$ cat config.mk
export PLATFORM = sky130hd
export DESIGN_NAME = image_write
export DESIGN_NICKNAME = d
export VERILOG_FILES = /design/src/rtl/image_write.sv
export SDC_FILE = /design/constraint.sdc
export NUM_CORES = 1
export LEC_CHECK = 0
export ABC_AREA = 1
export ABC_CLOCK_PERIOD_IN_PS = 3640
export CORE_AREA = 2 2 280 171
export DETAILED_ROUTE_END_ITERATION = 12
export DIE_AREA = 0 0 282 173
export GPL_ROUTABILITY_DRIVEN = 0
export PLACE_DENSITY = 0.58
export REMOVE_ABC_BUFFERS = 1
export SYNTH_ARGS = -nofsm -noshare
export SYNTH_HDL_FRONTEND = slang
export SYNTH_SLANG_ARGS = --single-unit
$ cat constraint.sdc
create_clock -name clk -period 3.64 [get_ports clk]
set_input_delay 0.546 -clock clk [delete_from_list [all_inputs] [get_ports clk]]
set_output_delay 0.546 -clock clk [all_outputs]
set_load 0.05 [all_outputs]
$ cat src/rtl/image_write.sv
// Streams pixel-group beats into image memory as a (w, h, d) raster walk starting
// at a configurable base. Addresses come from running row/depth base pointers.
module image_write #(
  parameter int CFG_DWIDTH = 32,
  parameter int CFG_AWIDTH = 5,
  parameter int GROUP_NB   = 4,
  parameter int IMG_WIDTH  = 16,
  parameter int MEM_AWIDTH = 16
) (
  input  logic                            clk,
  input  logic                            rst,
  input  logic [CFG_DWIDTH-1:0]           cfg_data,
  input  logic [CFG_AWIDTH-1:0]           cfg_addr,
  input  logic                            cfg_valid,
  input  logic                            next,
  input  logic [GROUP_NB*IMG_WIDTH-1:0]   result_bus,
  input  logic                            result_last,
  input  logic                            result_val,
  output logic                            result_rdy,
  output logic                            wr_val,
  output logic [MEM_AWIDTH-1:0]           wr_addr,
  output logic [GROUP_NB*IMG_WIDTH-1:0]   wr_data,
  output logic                            done,
  output logic                            err
);

  localparam int CFG_IW_START  = 8;
  localparam int CFG_IW_IMG_W  = 9;
  localparam int CFG_IW_IMG_DH = 10;
  localparam int CFG_IW_STRIDE = 11;

  localparam int RESET  = 0;
  localparam int ACTIVE = 1;
  localparam int DONE   = 2;

  localparam int BUS_W = GROUP_NB * IMG_WIDTH;

  typedef enum logic [2:0] {
    S_RESET  = 3'b001,
    S_ACTIVE = 3'b010,
    S_DONE   = 3'b100
  } state_t;

  state_t state;
  state_t state_nxt;

  logic [MEM_AWIDTH-1:0] cfg_start;
  logic [15:0]           img_w;
  logic [15:0]           img_h;
  logic [15:0]           img_d;
  logic [15:0]           row_stride;
  logic [15:0]           depth_stride;

  logic [15:0]           w;
  logic [15:0]           h;
  logic [15:0]           d;
  logic [MEM_AWIDTH-1:0] row_base;
  logic [MEM_AWIDTH-1:0] depth_base;

  logic                  vld_p1;
  logic [MEM_AWIDTH-1:0] addr_p1;
  logic [BUS_W-1:0]      data_p1;

  logic accept;
  logic w_end;
  logic h_end;
  logic d_end;
  logic final_beat;
  logic [MEM_AWIDTH-1:0] next_depth_base;

  assign result_rdy      = state[ACTIVE];
  assign done            = state[DONE];
  assign accept          = result_val & state[ACTIVE];
  assign w_end           = (w == img_w);
  assign h_end           = (h == img_h);
  assign d_end           = (d == img_d);
  assign final_beat      = w_end & h_end & d_end;
  assign next_depth_base = depth_base + MEM_AWIDTH'(depth_stride);

  always_ff @(posedge clk) begin
    if (rst) begin
      state <= S_RESET;
    end else begin
      state <= state_nxt;
    end
  end

  always_comb begin
    state_nxt = state;
    case (state)
      S_RESET:  if (next) state_nxt = S_ACTIVE;
      S_ACTIVE: if (accept && final_beat) state_nxt = S_DONE;
      S_DONE:   state_nxt = S_RESET;
      default:  state_nxt = S_RESET;
    endcase
  end

  // Config registers, raster counters and base pointers; config only writable while idle.
  always_ff @(posedge clk) begin
    if (rst) begin
      cfg_start    <= '0;
      img_w        <= '0;
      img_h        <= '0;
      img_d        <= '0;
      row_stride   <= '0;
      depth_stride <= '0;
      w            <= '0;
      h            <= '0;
      d            <= '0;
      row_base     <= '0;
      depth_base   <= '0;
      err          <= 1'b0;
    end else if (state[RESET]) begin
      if (cfg_valid) begin
        case (cfg_addr)
          CFG_AWIDTH'(CFG_IW_START):  cfg_start <= cfg_data[MEM_AWIDTH-1:0];
          CFG_AWIDTH'(CFG_IW_IMG_W):  img_w     <= cfg_data[15:0];
          CFG_AWIDTH'(CFG_IW_IMG_DH): begin
            img_d <= cfg_data[31:16];
            img_h <= cfg_data[15:0];
          end
          CFG_AWIDTH'(CFG_IW_STRIDE): begin
            depth_stride <= cfg_data[31:16];
            row_stride   <= cfg_data[15:0];
          end
          default: ;
        endcase
      end
      if (next) begin
        w          <= '0;
        h          <= '0;
        d          <= '0;
        row_base   <= cfg_start;
        depth_base <= cfg_start;
        err        <= 1'b0;
      end
    end else if (accept) begin
      if (result_last != final_beat) err <= 1'b1;
      if (!w_end) begin
        w <= w + 16'd1;
      end else begin
        w <= '0;
        if (!h_end) begin
          h        <= h + 16'd1;
          row_base <= row_base + MEM_AWIDTH'(row_stride);
        end else begin
          // New depth plane: rows restart from the advanced depth pointer.
          h          <= '0;
          d          <= d + 16'd1;
          depth_base <= next_depth_base;
          row_base   <= next_depth_base;
        end
      end
    end
  end

  // Stage p1: registered memory write, one cycle after beat acceptance.
  always_ff @(posedge clk) begin
    if (rst) begin
      vld_p1  <= 1'b0;
      addr_p1 <= '0;
      data_p1 <= '0;
    end else begin
      vld_p1 <= accept;
      if (accept) begin
        addr_p1 <= row_base + MEM_AWIDTH'(w);
        data_p1 <= result_bus;
      end
    end
  end

  assign wr_val  = vld_p1;
  assign wr_addr = addr_p1;
  assign wr_data = data_p1;

endmodule

; ---- Yosys cells after proc, flatten, opt, wreduce, memory -nomap -nowiden
; Index checks and enable logic that the tools add are counted.
[word_totals]
mem_bits_ro = 0
ram_bits = 0
latch_bits = 0
mem_count = 0
register_bits = 261
elab_cells = 80
inputBits = 107
[classes]
eq_ne = 13
add_sub_neg = 6
order_cmp = 0
div = 0
n_bitwise = 3
muxes = 28
n_reduce_logical = 14
shift = 0
n_mul = 0
[op_table]
columns = operator, count
row1 = $mux 16, 21
row2 = $add 16x1->16 const B, 3
row3 = $add 16x16->16, 3
row4 = $eq 16x16->1, 3
row5 = $eq 5x4->1 const B, 4
row6 = $reduce_and 3->1, 6
row7 = $reduce_bool 2->1, 4
row8 = $mux 3, 2
row9 = $ne 2x2->1 const B, 3
row10 = $pmux 3 s2, 1
row11 = $mux 1, 4
row12 = $reduce_and 2->1, 2
row13 = $reduce_and 4->1, 1
row14 = $and 1x1->1, 3
row15 = $eq 3x1->1 const B, 1
row16 = $eq 3x2->1 const B, 1
row17 = $logic_and 1x1->1, 1
row18 = $ne 1x1->1, 1

; ---- Logic depth before layout (Yosys ltp)
[depth]
ltp_word = 7
depth_mapped = 15

; ---- Worst setup path after synthesis
; Ideal clock, no wire load.
[synth_timing]
path_type = reg-to-reg
startpoint = reg state[1]
endpoint = reg row_base[10]
t_arrival_ns = 1.828
path_stages_with_launch = 9
required_time_ns = 3.523
setup_ns = 0.117
setup_slack_ns = 1.695
period_less_slack_ns = 1.945
path_cell_list = dfxtp_1 -> nand2_2 -> o21ai_4 -> inv_1 -> a21oi_4 -> buf_2 -> o21ai_0 -> nor2_1 -> nor2_1
[synth_between]
elab_chain_len = 3
[synth_lines]
columns = element, line
row1 = start: declaration, 44  ; state_t state;
row2 = start signal: assignment, 84  ; state <= state_nxt;
row3 = $and 1x1->1, 73  ; assign accept = result_val & state[ACTIVE];
row4 = $reduce_bool 2->1 (no line), n/a
row5 = $reduce_and 3->1 (no line), n/a
row6 = end signal: assignment, 133  ; row_base <= cfg_start;
row7 = end signal: assignment, 145  ; row_base <= row_base + MEM_AWIDTH'(row_stride);
row8 = end signal: assignment, 151  ; row_base <= next_depth_base;
row9 = end: declaration, 57  ; logic [MEM_AWIDTH-1:0] row_base;
; No other way between the ends.
; A chain may end at the register's enable or synchronous reset.

; ---- Worst setup path in the final report
[layout_timing]
startpoint = reg w[3]
endpoint = reg row_base[6]
[layout_between]
elab_chain_len = 3
[layout_lines]
columns = element, line
row1 = start: declaration, 54  ; logic [15:0] w;
row2 = start signal: assignment, 140  ; w <= w + 16'd1;
row3 = $eq 16x16->1, 74  ; assign w_end = (w == img_w);
row4 = $reduce_bool 2->1 (no line), n/a
row5 = $reduce_and 3->1 (no line), n/a
; No other way between the ends.

==> impl_metrics.env <==
export IMPL_synthCells=2059
export IMPL_routedWlPerCell_um=16.1
export IMPL_hold_path_class="flip-flop to flip-flop"
export IMPL_crit_required_ns=4.11
export IMPL_cts_resized=0
export IMPL_synth_area_leaders="dfxtp_1, nand2_1, nor2_1"
export IMPL_ys_seq_elements=261
export IMPL_finalHoldWorstSlack_ns=0.458
export IMPL_power_per_cell_area_nw_per_um2=596
export IMPL_grtUsageTotal_pct=18.5
export IMPL_cts_sinks=261
export IMPL_io_buffer_count=190
export IMPL_start_util_pct=29.9
export IMPL_grt_pass1_vias=12724
export IMPL_first_pass_iters=5
export IMPL_overflow=0
export IMPL_antenna_found_initial=5
export IMPL_clk_path_buf_depth=3
export IMPL_setup_viol=0
export IMPL_leakagePower_uw=0.00715
export IMPL_whs_path_depth=2
export IMPL_die_h_um=173
export IMPL_fmax_mhz=359
export IMPL_grt_max_degree=75
export IMPL_vias_per_cell=4.81
export IMPL_syn2layout_area_growth_pct=25.5
export IMPL_root_buffer="clkbuf_16"
export IMPL_cts_buffers=29
export IMPL_first_iter_violations=1389
export IMPL_post_place_ws_ns=0.754
export IMPL_dpl_cell_area_um2=16200
export IMPL_setup_slack_ns=0.851
export IMPL_crit_fanout=25
export IMPL_synth_edf_count=0
export IMPL_synth_top_cell_area_share_pct=37.9
export IMPL_clk_latency_ns=0.57
export IMPL_boundaryPins=191
export IMPL_postCtsHoldBufs=0
export IMPL_rsz0062_at_grt="false"
export IMPL_status="completed"
export IMPL_final_cell_mix="nand2_1, nor2_1, dfxtp_1"
export IMPL_fin_area_um2=17300
export IMPL_slew_headroom_pct=39.2
export IMPL_design_core_area_um2=46000
export IMPL_hold_violations=0
export IMPL_fin_worst_skew_ns=0.0106
export IMPL_final_layout_size_suffix_gt1_share_pct=5.19
export IMPL_cp_arrival_ns=3.26
export IMPL_die_area_um2=48800
export IMPL_period_minus_slack_ns=2.79
export IMPL_layout_nets=2371
export IMPL_post_route_period_util_pct=76.6
export IMPL_synth_area_um2=13800
export IMPL_antenna_left=0
export IMPL_slew_viol_final=0
export IMPL_route_detailed_drc=0
export IMPL_start_kind="flip-flop"
export IMPL_clk_pin_slew_worst_paths_ns=0.07
export IMPL_cts_tree="yes"
export IMPL_yosysWarnings=0
export IMPL_grt_pass1_wl_mm=71.5
export IMPL_rows=61
export IMPL_synth_ff_type="dfxtp_1"
export IMPL_layout_commonest_cell="nand2_1"
export IMPL_ys_types=50
export IMPL_path_class="flip-flop to flip-flop"
export IMPL_h_tree_depth=1
export IMPL_utilization_pct=37.6
export IMPL_vias=13778
export IMPL_synth_area_leader_cell="dfxtp_1"
export IMPL_synth_area_per_cell_um2=6.69
export IMPL_post_cts_buffers=0
export IMPL_fillers=4800
export IMPL_async_flop_share_pct=0
export IMPL_die_w_um=282
export IMPL_end_kind="flip-flop"
export IMPL_dp_hpwl_mm=34.6
export IMPL_cap_violations=0
export IMPL_worstMarginPinSlew_ns=0.911
export IMPL_seq_area_frac_synth_pct=37.9
export IMPL_vdd_ir_drop_max_mv=0.270
export IMPL_wirelength_mm=46.1
export IMPL_r2r_cells=13
worst max-delay path, cell delays in order, from the launching register on:
cell and delay (ns):
dfxtp_1 0.58, inv_1 0.16, nand2_1 0.09, nand2_1 0.06, nor2_1 0.10, nand2_1 0.06, nor2_1 0.10, nand2_1 0.21
nand2_1 0.14, nand2_2 0.34, nor2_8 0.51, nand3_1 0.16, nand3_1 0.11, inv_1 0.05
power by group:
group          switching (uW)  internal, uW  leakage, uW
clock                    1250          2010     0.000505
sequential                294          3220      0.00212
combinational            2430          1100      0.00453
cell type report:
class,count,area (um^2),area share (%)
multi-input cells,1524,7460,43.2
flip-flops and latches,261,5230,30.2
repair buffers,208,2040,11.8
clock buffers,41,831,4.81
well taps,630,788,4.56
inverters,189,714,4.13
clock inverters,11,214,1.24
diodes,1,2.50,0.0145
routing by layer:
layer / GRT usage (%) / vias to the layer above / routed length (um)
met2: 25.8 / 433 / 18300
met5: 0 / - / 0
met4: 4.59 / 0 / 968
li1: - / 6931 / -
met1: 28.2 / 6343 / 23000
met3: 4.19 / 71 / 3870
final timing paths:
path | end | start | slack, ns
worst max-delay path | row_base[6] | w[3] | 0.85
worst min-delay path | depth_base[2] | depth_base[2] | 0.46
worst max register to register | row_base[6] | w[3] | 0.85
worst min register to register | depth_base[2] | depth_base[2] | 0.46
sequential cells by signal, indices dropped and copies added (netlist names):
signal,flops
wr_data,64
cfg_start,16
d,16
depth_base,16
depth_stride,16
h,16
img_d,16
img_h,16
img_w,16
row_base,16
row_stride,16
w,16
wr_addr,16
state,3
err,1
wr_val,1
metrics by stage:
step           TNS (ns)  std cells  power (uW)
5_1_grt               0       2865       10800
3_5_place_dp          0       2812        7090
4_1_cts               0       2864       10400
6_report              0       2865       10300
3_3_place_gp          0       2812        7050
2_1_floorplan     -4.63       1974        5770
cell families (layout without fill, tap and decap cells):
kind of cell | count (synthesis) | in the layout | share of synthesized area, %
compound gates | 406 | 406 | 15.5
xor+xnor | 58 | 58 | 3.69
fa+ha+maj | 51 | 51 | 4.80
buf+inv | 274 | 449 | 7.84
flops | 261 | 261 | 37.9
other cells | 0 | 1 | 0
simple gates | 1009 | 1009 | 30.2
synthesized netlist by cell type (3+ instances only):
library cell	instances
xnor2_1	25
inv_2	9
nand4_1	15
or2_2	3
nor2_1	406
a21oi_1	136
nand2_2	13
buf_4	4
o21a_1	3
o21bai_1	3
o21ai_0	236
nor4_1	4
fa_1	3
xor2_1	33
nor3_1	26
and2_1	5
nand3b_1	7
nand3_1	90
buf_1	5
a21oi_2	9
ha_1	48
nand2_1	427
nor2_2	3
buf_2	12
o21ai_1	3
inv_1	177
clkbuf_1	62
dfxtp_1	261
No activity file was read; power rests on OpenSTA's default activity.
